===== src/rtl/axi_slave_pkg.sv =====
// Shared AXI widths, response codes and FSM state encoding for the AXI-to-SRAM slave.
package axi_slave_pkg;

  localparam int unsigned AxiIdWidth   = 8;
  localparam int unsigned AxiAddrWidth = 32;
  localparam int unsigned AxiDataWidth = 32;
  localparam int unsigned AxiLenWidth  = 4;
  localparam int unsigned AxiStrbWidth = 4;

  localparam logic [1:0] RespOkay   = 2'b00;
  localparam logic [1:0] RespSlvErr = 2'b10;

  typedef enum logic [2:0] {
    StIdle,
    StWData,
    StBResp,
    StRFetch,
    StRData
  } slv_state_e;

endpackage


===== src/rtl/axi_slave_arb.sv =====
// Two-request round-robin arbiter between the AW and AR channels.
// Remembers the last grant; write wins the first contention after reset.
module axi_slave_arb (
  input  logic ACLK,
  input  logic ARESET,
  input  logic en_i,
  input  logic aw_req_i,
  input  logic ar_req_i,
  output logic aw_gnt_o,
  output logic ar_gnt_o
);

  logic last_wr_q;

  always_comb begin
    aw_gnt_o = en_i & aw_req_i & (~ar_req_i | ~last_wr_q);
    ar_gnt_o = en_i & ar_req_i & (~aw_req_i |  last_wr_q);
  end

  // A grant is a handshake, since ready is driven straight from the grant.
  always_ff @(posedge ACLK) begin
    if (ARESET) begin
      last_wr_q <= 1'b0;
    end else if (aw_gnt_o) begin
      last_wr_q <= 1'b1;
    end else if (ar_gnt_o) begin
      last_wr_q <= 1'b0;
    end
  end

endmodule


===== src/rtl/axi_slave_mem_if.sv =====
// AXI4 slave bridging single-outstanding INCR bursts to a 32-bit synchronous SRAM port.
module axi_slave_mem_if
  import axi_slave_pkg::*;
#(
  parameter int unsigned MEM_ADDR_BITS = 14
) (
  input  logic                     ACLK,
  input  logic                     ARESET,
  input  logic [AxiIdWidth-1:0]    AWID_S,
  input  logic [AxiAddrWidth-1:0]  AWADDR_S,
  input  logic [AxiLenWidth-1:0]   AWLEN_S,
  input  logic [2:0]               AWSIZE_S,
  input  logic [1:0]               AWBURST_S,
  input  logic                     AWVALID_S,
  output logic                     AWREADY_S,
  input  logic [AxiDataWidth-1:0]  WDATA_S,
  input  logic [AxiStrbWidth-1:0]  WSTRB_S,
  input  logic                     WLAST_S,
  input  logic                     WVALID_S,
  output logic                     WREADY_S,
  output logic [AxiIdWidth-1:0]    BID_S,
  output logic [1:0]               BRESP_S,
  output logic                     BVALID_S,
  input  logic                     BREADY_S,
  input  logic [AxiIdWidth-1:0]    ARID_S,
  input  logic [AxiAddrWidth-1:0]  ARADDR_S,
  input  logic [AxiLenWidth-1:0]   ARLEN_S,
  input  logic [2:0]               ARSIZE_S,
  input  logic [1:0]               ARBURST_S,
  input  logic                     ARVALID_S,
  output logic                     ARREADY_S,
  output logic [AxiIdWidth-1:0]    RID_S,
  output logic [AxiDataWidth-1:0]  RDATA_S,
  output logic [1:0]               RRESP_S,
  output logic                     RLAST_S,
  output logic                     RVALID_S,
  input  logic                     RREADY_S,
  output logic                     mem_cs,
  output logic [AxiStrbWidth-1:0]  mem_we,
  output logic [MEM_ADDR_BITS-1:0] mem_addr,
  output logic [AxiDataWidth-1:0]  mem_wdata,
  input  logic [AxiDataWidth-1:0]  mem_rdata
);

  slv_state_e               state_q;
  logic [AxiIdWidth-1:0]    id_q;
  logic [AxiLenWidth-1:0]   len_q;
  logic [AxiLenWidth-1:0]   cnt_q;
  logic [MEM_ADDR_BITS-1:0] addr_q;
  logic                     err_q;

  logic aw_gnt;
  logic ar_gnt;
  logic last_beat;
  logic w_hs;

  // Size and burst type are not honoured; only the word-address bits are kept.
  logic unused_ok;
  assign unused_ok = ^{AWSIZE_S, AWBURST_S, ARSIZE_S, ARBURST_S,
                       AWADDR_S[AxiAddrWidth-1:MEM_ADDR_BITS+2], AWADDR_S[1:0],
                       ARADDR_S[AxiAddrWidth-1:MEM_ADDR_BITS+2], ARADDR_S[1:0]};

  axi_slave_arb u_arb (
    .ACLK     (ACLK),
    .ARESET   (ARESET),
    .en_i     (state_q == StIdle),
    .aw_req_i (AWVALID_S),
    .ar_req_i (ARVALID_S),
    .aw_gnt_o (aw_gnt),
    .ar_gnt_o (ar_gnt)
  );

  assign last_beat = (cnt_q == len_q);
  assign w_hs      = (state_q == StWData) & WVALID_S;

  always_comb begin
    AWREADY_S = aw_gnt;
    ARREADY_S = ar_gnt;
    WREADY_S  = (state_q == StWData);
    BVALID_S  = (state_q == StBResp);
    BID_S     = BVALID_S ? id_q : '0;
    BRESP_S   = BVALID_S ? (err_q ? RespSlvErr : RespOkay) : RespOkay;
    RVALID_S  = (state_q == StRData);
    RID_S     = RVALID_S ? id_q : '0;
    RDATA_S   = RVALID_S ? mem_rdata : '0;
    RRESP_S   = RespOkay;
    RLAST_S   = RVALID_S & last_beat;
    mem_cs    = w_hs | (state_q == StRFetch);
    mem_we    = w_hs ? WSTRB_S : '0;
    mem_addr  = mem_cs ? addr_q : '0;
    mem_wdata = w_hs ? WDATA_S : '0;
  end

  always_ff @(posedge ACLK) begin
    if (ARESET) begin
      state_q <= StIdle;
      id_q    <= '0;
      len_q   <= '0;
      cnt_q   <= '0;
      addr_q  <= '0;
      err_q   <= 1'b0;
    end else begin
      unique case (state_q)
        StIdle: begin
          if (aw_gnt) begin
            id_q    <= AWID_S;
            len_q   <= AWLEN_S;
            addr_q  <= AWADDR_S[MEM_ADDR_BITS+1:2];
            cnt_q   <= '0;
            err_q   <= 1'b0;
            state_q <= StWData;
          end else if (ar_gnt) begin
            id_q    <= ARID_S;
            len_q   <= ARLEN_S;
            addr_q  <= ARADDR_S[MEM_ADDR_BITS+1:2];
            cnt_q   <= '0;
            err_q   <= 1'b0;
            state_q <= StRFetch;
          end
        end
        StWData: begin
          if (WVALID_S) begin
            // Burst length comes from AWLEN; WLAST only flags a protocol error.
            if (WLAST_S != last_beat) err_q <= 1'b1;
            addr_q <= addr_q + MEM_ADDR_BITS'(1);
            if (last_beat) state_q <= StBResp;
            else           cnt_q   <= cnt_q + 4'd1;
          end
        end
        StBResp: begin
          if (BREADY_S) state_q <= StIdle;
        end
        StRFetch: begin
          state_q <= StRData;
        end
        StRData: begin
          if (RREADY_S) begin
            if (last_beat) begin
              state_q <= StIdle;
            end else begin
              addr_q  <= addr_q + MEM_ADDR_BITS'(1);
              cnt_q   <= cnt_q + 4'd1;
              state_q <= StRFetch;
            end
          end
        end
        default: state_q <= StIdle;
      endcase
    end
  end

endmodule


===== config.mk =====
export PLATFORM = sky130hd
export DESIGN_NAME = axi_slave_mem_if
export DESIGN_NICKNAME = d
export VERILOG_FILES = /design/src/rtl/axi_slave_pkg.sv /design/src/rtl/axi_slave_arb.sv /design/src/rtl/axi_slave_mem_if.sv
export SDC_FILE = /design/constraint.sdc
export NUM_CORES = 1
export LEC_CHECK = 0
export CAP_MARGIN = 25
export CORE_AREA = 2 2 111 113
export DETAILED_ROUTE_END_ITERATION = 8
export DIE_AREA = 0 0 113 115
export DONT_BUFFER_PORTS = 1
export PLACE_DENSITY = 0.42
export SYNTH_ARGS = -nofsm -noshare
export SYNTH_HDL_FRONTEND = slang
export SYNTH_SLANG_ARGS = --single-unit

===== constraint.sdc =====
create_clock -name ACLK -period 2.7 [get_ports ACLK]
set_input_delay 0.54 -clock ACLK [delete_from_list [all_inputs] [get_ports ACLK]]
set_output_delay 0.54 -clock ACLK [all_outputs]
set_load 0.1 [all_outputs]

==> flow_summary.toml <==
[sta]
setup-violations-final = 0
min_period_ns = 2.53
finClkSkew_ns = 0.0117
whs_ns = 0.316
timing.final.crit_share = 0.938
timing.final.max_slew_violations = 0
rsz0062_at_grt = "no"
max_slew.worst_pin.slew_ns = 0.996
maxClockFrequency_ghz = 0.395
sum_of_negative_setup_slack_ns = 0
finalHoldViolCount = 0
timing.max_slew.rel_slack = 0.336

[pwr]
pwr_density_cell_mw_per_mm2 = 716
totalPowerFinal_mw = 3.99
irDropWorstVdd_mv = 0.337
total_leakage_power_nw = 2.18

[status]
outcome = "complete, but fails checks"
violations = "design-rule violations"

[logic_synthesis]
asyncSetResetFlopFracSynth = 0
synth.yosys.warnings = 0
synth_enable_flop_cells = 0
post_synth.cell_area_avg_sq_um = 7.39
synthesis.area_sq_mm = 0.00309
synth_common_cells = "89 x sky130_fd_sc_hd__and2_1, 40 x sky130_fd_sc_hd__nand2_1, 35 x sky130_fd_sc_hd__dfxtp_1"
synth-seq-cells = 35
yosys.area.top_type_share = 0.227
yosys-top-cells-area = "sky130_fd_sc_hd__dfxtp_1 23%, sky130_fd_sc_hd__and2_1 18%, sky130_fd_sc_hd__nand2_1 4.9%"
yosysMostFrequentCell = "sky130_fd_sc_hd__and2_1"
synth.lib_cells_used.distinct = 66
synth.yosys.seq_area_share = 0.227
main_flop_type_after_synthesis = "sky130_fd_sc_hd__dfxtp_1"
syn_inst = 418
synth.largest_area_cell = "sky130_fd_sc_hd__dfxtp_1"

[critical_path]
timing.rr.start = "state_q[1]"
timing.critical_path.arrival_ns = 1.99
startpoint_type = "register"
cp_max_fo = 32
crit_path_start = "state_q[0]"
worstPathRequired_ns = 2.16
critical_path_class = "register to output port"
setup.worst_path.end_class = "output port"

[placement]
place_congestion = 0.849
dp.final_hpwl_um = 10300
placed_area_sq_mm = 0.00543
buffer_ports.inserted = 0
post-place-cells = 654

[clock_network]
post_cts_hold_fix_bufs = 0
cts.htree.levels = 2
cts.repair_timing.setup_buffer_count = 0
cts_root_buf = "sky130_fd_sc_hd__clkbuf_16"
clk_latency_ns = 0.28
tritoncts = "built"
clk_pin_slew_ns = 0.06
tritoncts.num_buffers = 5
buffers_from_clock_root_to_sink_at_most = 2
post_cts_resized = 0
cts.sinks = 35

[die]
fp.dieW_um = 113
core_area_sq_mm = 0.0118
floorplan.rows = 40
dieArea_sq_mm = 0.0130
initial_utilization = 0.262
die_y_um = 115
boundaryPins = 283

[route]
drtAntennaViolNets = 0
post_drt_wl_per_cell_um = 19.1
route.detailed.drc = 40
routed_via_density = 5.32
dr.first_iter.drc_count = 228
detail_route.first_pass.iterations = 7
via_count = 3524
detail_route.wirelength_um = 12700

[finish]
fillerInstances = 1118
final_cell_count_no_fill = 662
final_area_sq_mm = 0.00557
multi_input_comb_area_sq_mm = 0.00228
syn2layout_area_growth_pct = 80.3
finalNetCount = 690
register_area_sq_um = 701
fraction_of_layout_cells_with_a_size_suffix_above_1 = 0.341

[run]
maxCapViolations = 0

[global_routing]
grt_max_degree = 37
wire_length_of_the_first_global_routing_pass_um = 18900
grt_remaining_overflow = 0
initial_antenna_violation_count = 2
grt.total_usage = 0.184
first_global_vias = 3317

[worst_hold_path]
min-delay-start = "ARESET"
tightest_hold_check_type = "primary input to register"
-- metrics by stage --
step / util / setup WS (ns)
2_1_floorplan: - / -0.472
3_3_place_gp: 0.460 / 0.401
3_5_place_dp: 0.460 / 0.362
4_1_cts: 0.471 / 0.145
5_1_grt: 0.472 / 0.0437
6_report: 0.472 / 0.168
-- routing by layer --
| layer | share of wire | vias to the layer above | global-route usage | wire, um |
|---|---|---|---|---|
| met5 | 0 | - | 0 | 0 |
| met4 | 0.0070 | 0 | 0.0260 | 89 |
| met3 | 0.12 | 14 | 0.0812 | 1570 |
| met2 | 0.51 | 200 | 0.331 | 6480 |
| met1 | 0.36 | 1643 | 0.205 | 4520 |
| li1 | - | 1667 | - | - |
-- flip-flops by register name, summed over array words and instances (netlist names) --
name,flops
addr_q,14
cnt_q,4
err_q,1
id_q,8
len_q,4
state_q,3
u_arb.last_wr_q,1
-- cells by family (layout without fill, tap and decap cells) --
logic type | Yosys count | in the layout | share of synthesized area
muxes | 6 | 6 | 0.0202
xor gates and xnor gates | 9 | 9 | 0.0255
and+or+nand+nor | 223 | 223 | 0.400
DFF | 35 | 35 | 0.227
buffers and inverters | 47 | 140 | 0.0725
adders and majority gates | 2 | 2 | 0.00810
other | 1 | 5 | 0.00121
AOI/OAI and AO/OA | 95 | 95 | 0.246
-- cell type report --
class / count / area share
inverters: 10 / 0.00674
flip-flops and latches: 35 / 0.126
well taps: 147 / 0.0330
diodes: 2 / 0.000898
repair buffers: 124 / 0.401
multi-input cells: 338 / 0.408
clock inverters: 1 / 0.00135
clock buffers: 5 / 0.0225
-- critical path, cell delays in order (launching register included) --
cell	delay [ns]
sky130_fd_sc_hd__dfxtp_1	0.33
sky130_fd_sc_hd__buf_12	0.18
sky130_fd_sc_hd__nor2_1	0.67
sky130_fd_sc_hd__and3_1	0.34
sky130_fd_sc_hd__buf_12	0.19
-- path summary, 6_finish.rpt --
| kind | slack (ns) | cells after the start | end |
|---|---|---|---|
| max | 0.17 | 4 | BID_S[2] |
| min | 0.32 | 1 | addr_q[5] |
| max reg2reg | 0.36 | 6 | addr_q[2] |
| min reg2reg | 0.48 | 2 | err_q |
-- power breakdown --
part           switching (mW)  internal [mW]
clock                   0.220          0.331
combinational            1.73          0.914
sequential              0.138          0.656
-- layout by cell type (no fill, tap or decap), types with 3 or more instances in the layout --
cell                        Yosys  routed
sky130_fd_sc_hd__a32o_1         4       4
sky130_fd_sc_hd__nand2b_1       4       4
sky130_fd_sc_hd__o21ai_0       20      20
sky130_fd_sc_hd__and2_2         0      18
sky130_fd_sc_hd__conb_1         1       3
sky130_fd_sc_hd__dfxtp_1       35      35
sky130_fd_sc_hd__xnor2_1        4       4
sky130_fd_sc_hd__nor4_1         7       3
sky130_fd_sc_hd__a21oi_1       10      10
sky130_fd_sc_hd__xor2_1         5       5
sky130_fd_sc_hd__a21o_1         4       4
sky130_fd_sc_hd__or3_1          3       3
sky130_fd_sc_hd__nand4_1        4       4
sky130_fd_sc_hd__nor3_1         8       5
sky130_fd_sc_hd__and3_1        12      11
sky130_fd_sc_hd__a21oi_2        4       4
sky130_fd_sc_hd__nand3_1       13      13
sky130_fd_sc_hd__buf_12         0     103
sky130_fd_sc_hd__a311oi_1      15      15
sky130_fd_sc_hd__clkbuf_16      0       6
sky130_fd_sc_hd__nand2_1       40      40
sky130_fd_sc_hd__nor3_4         1       3
sky130_fd_sc_hd__nor4_4         0       3
sky130_fd_sc_hd__buf_4          4      20
sky130_fd_sc_hd__mux2i_1        4       4
sky130_fd_sc_hd__inv_1          9       9
sky130_fd_sc_hd__and2_1        89      71
sky130_fd_sc_hd__nor2_1        29      29
sky130_fd_sc_hd__a211oi_2       3       3
(Power assumes the default switching activity.)
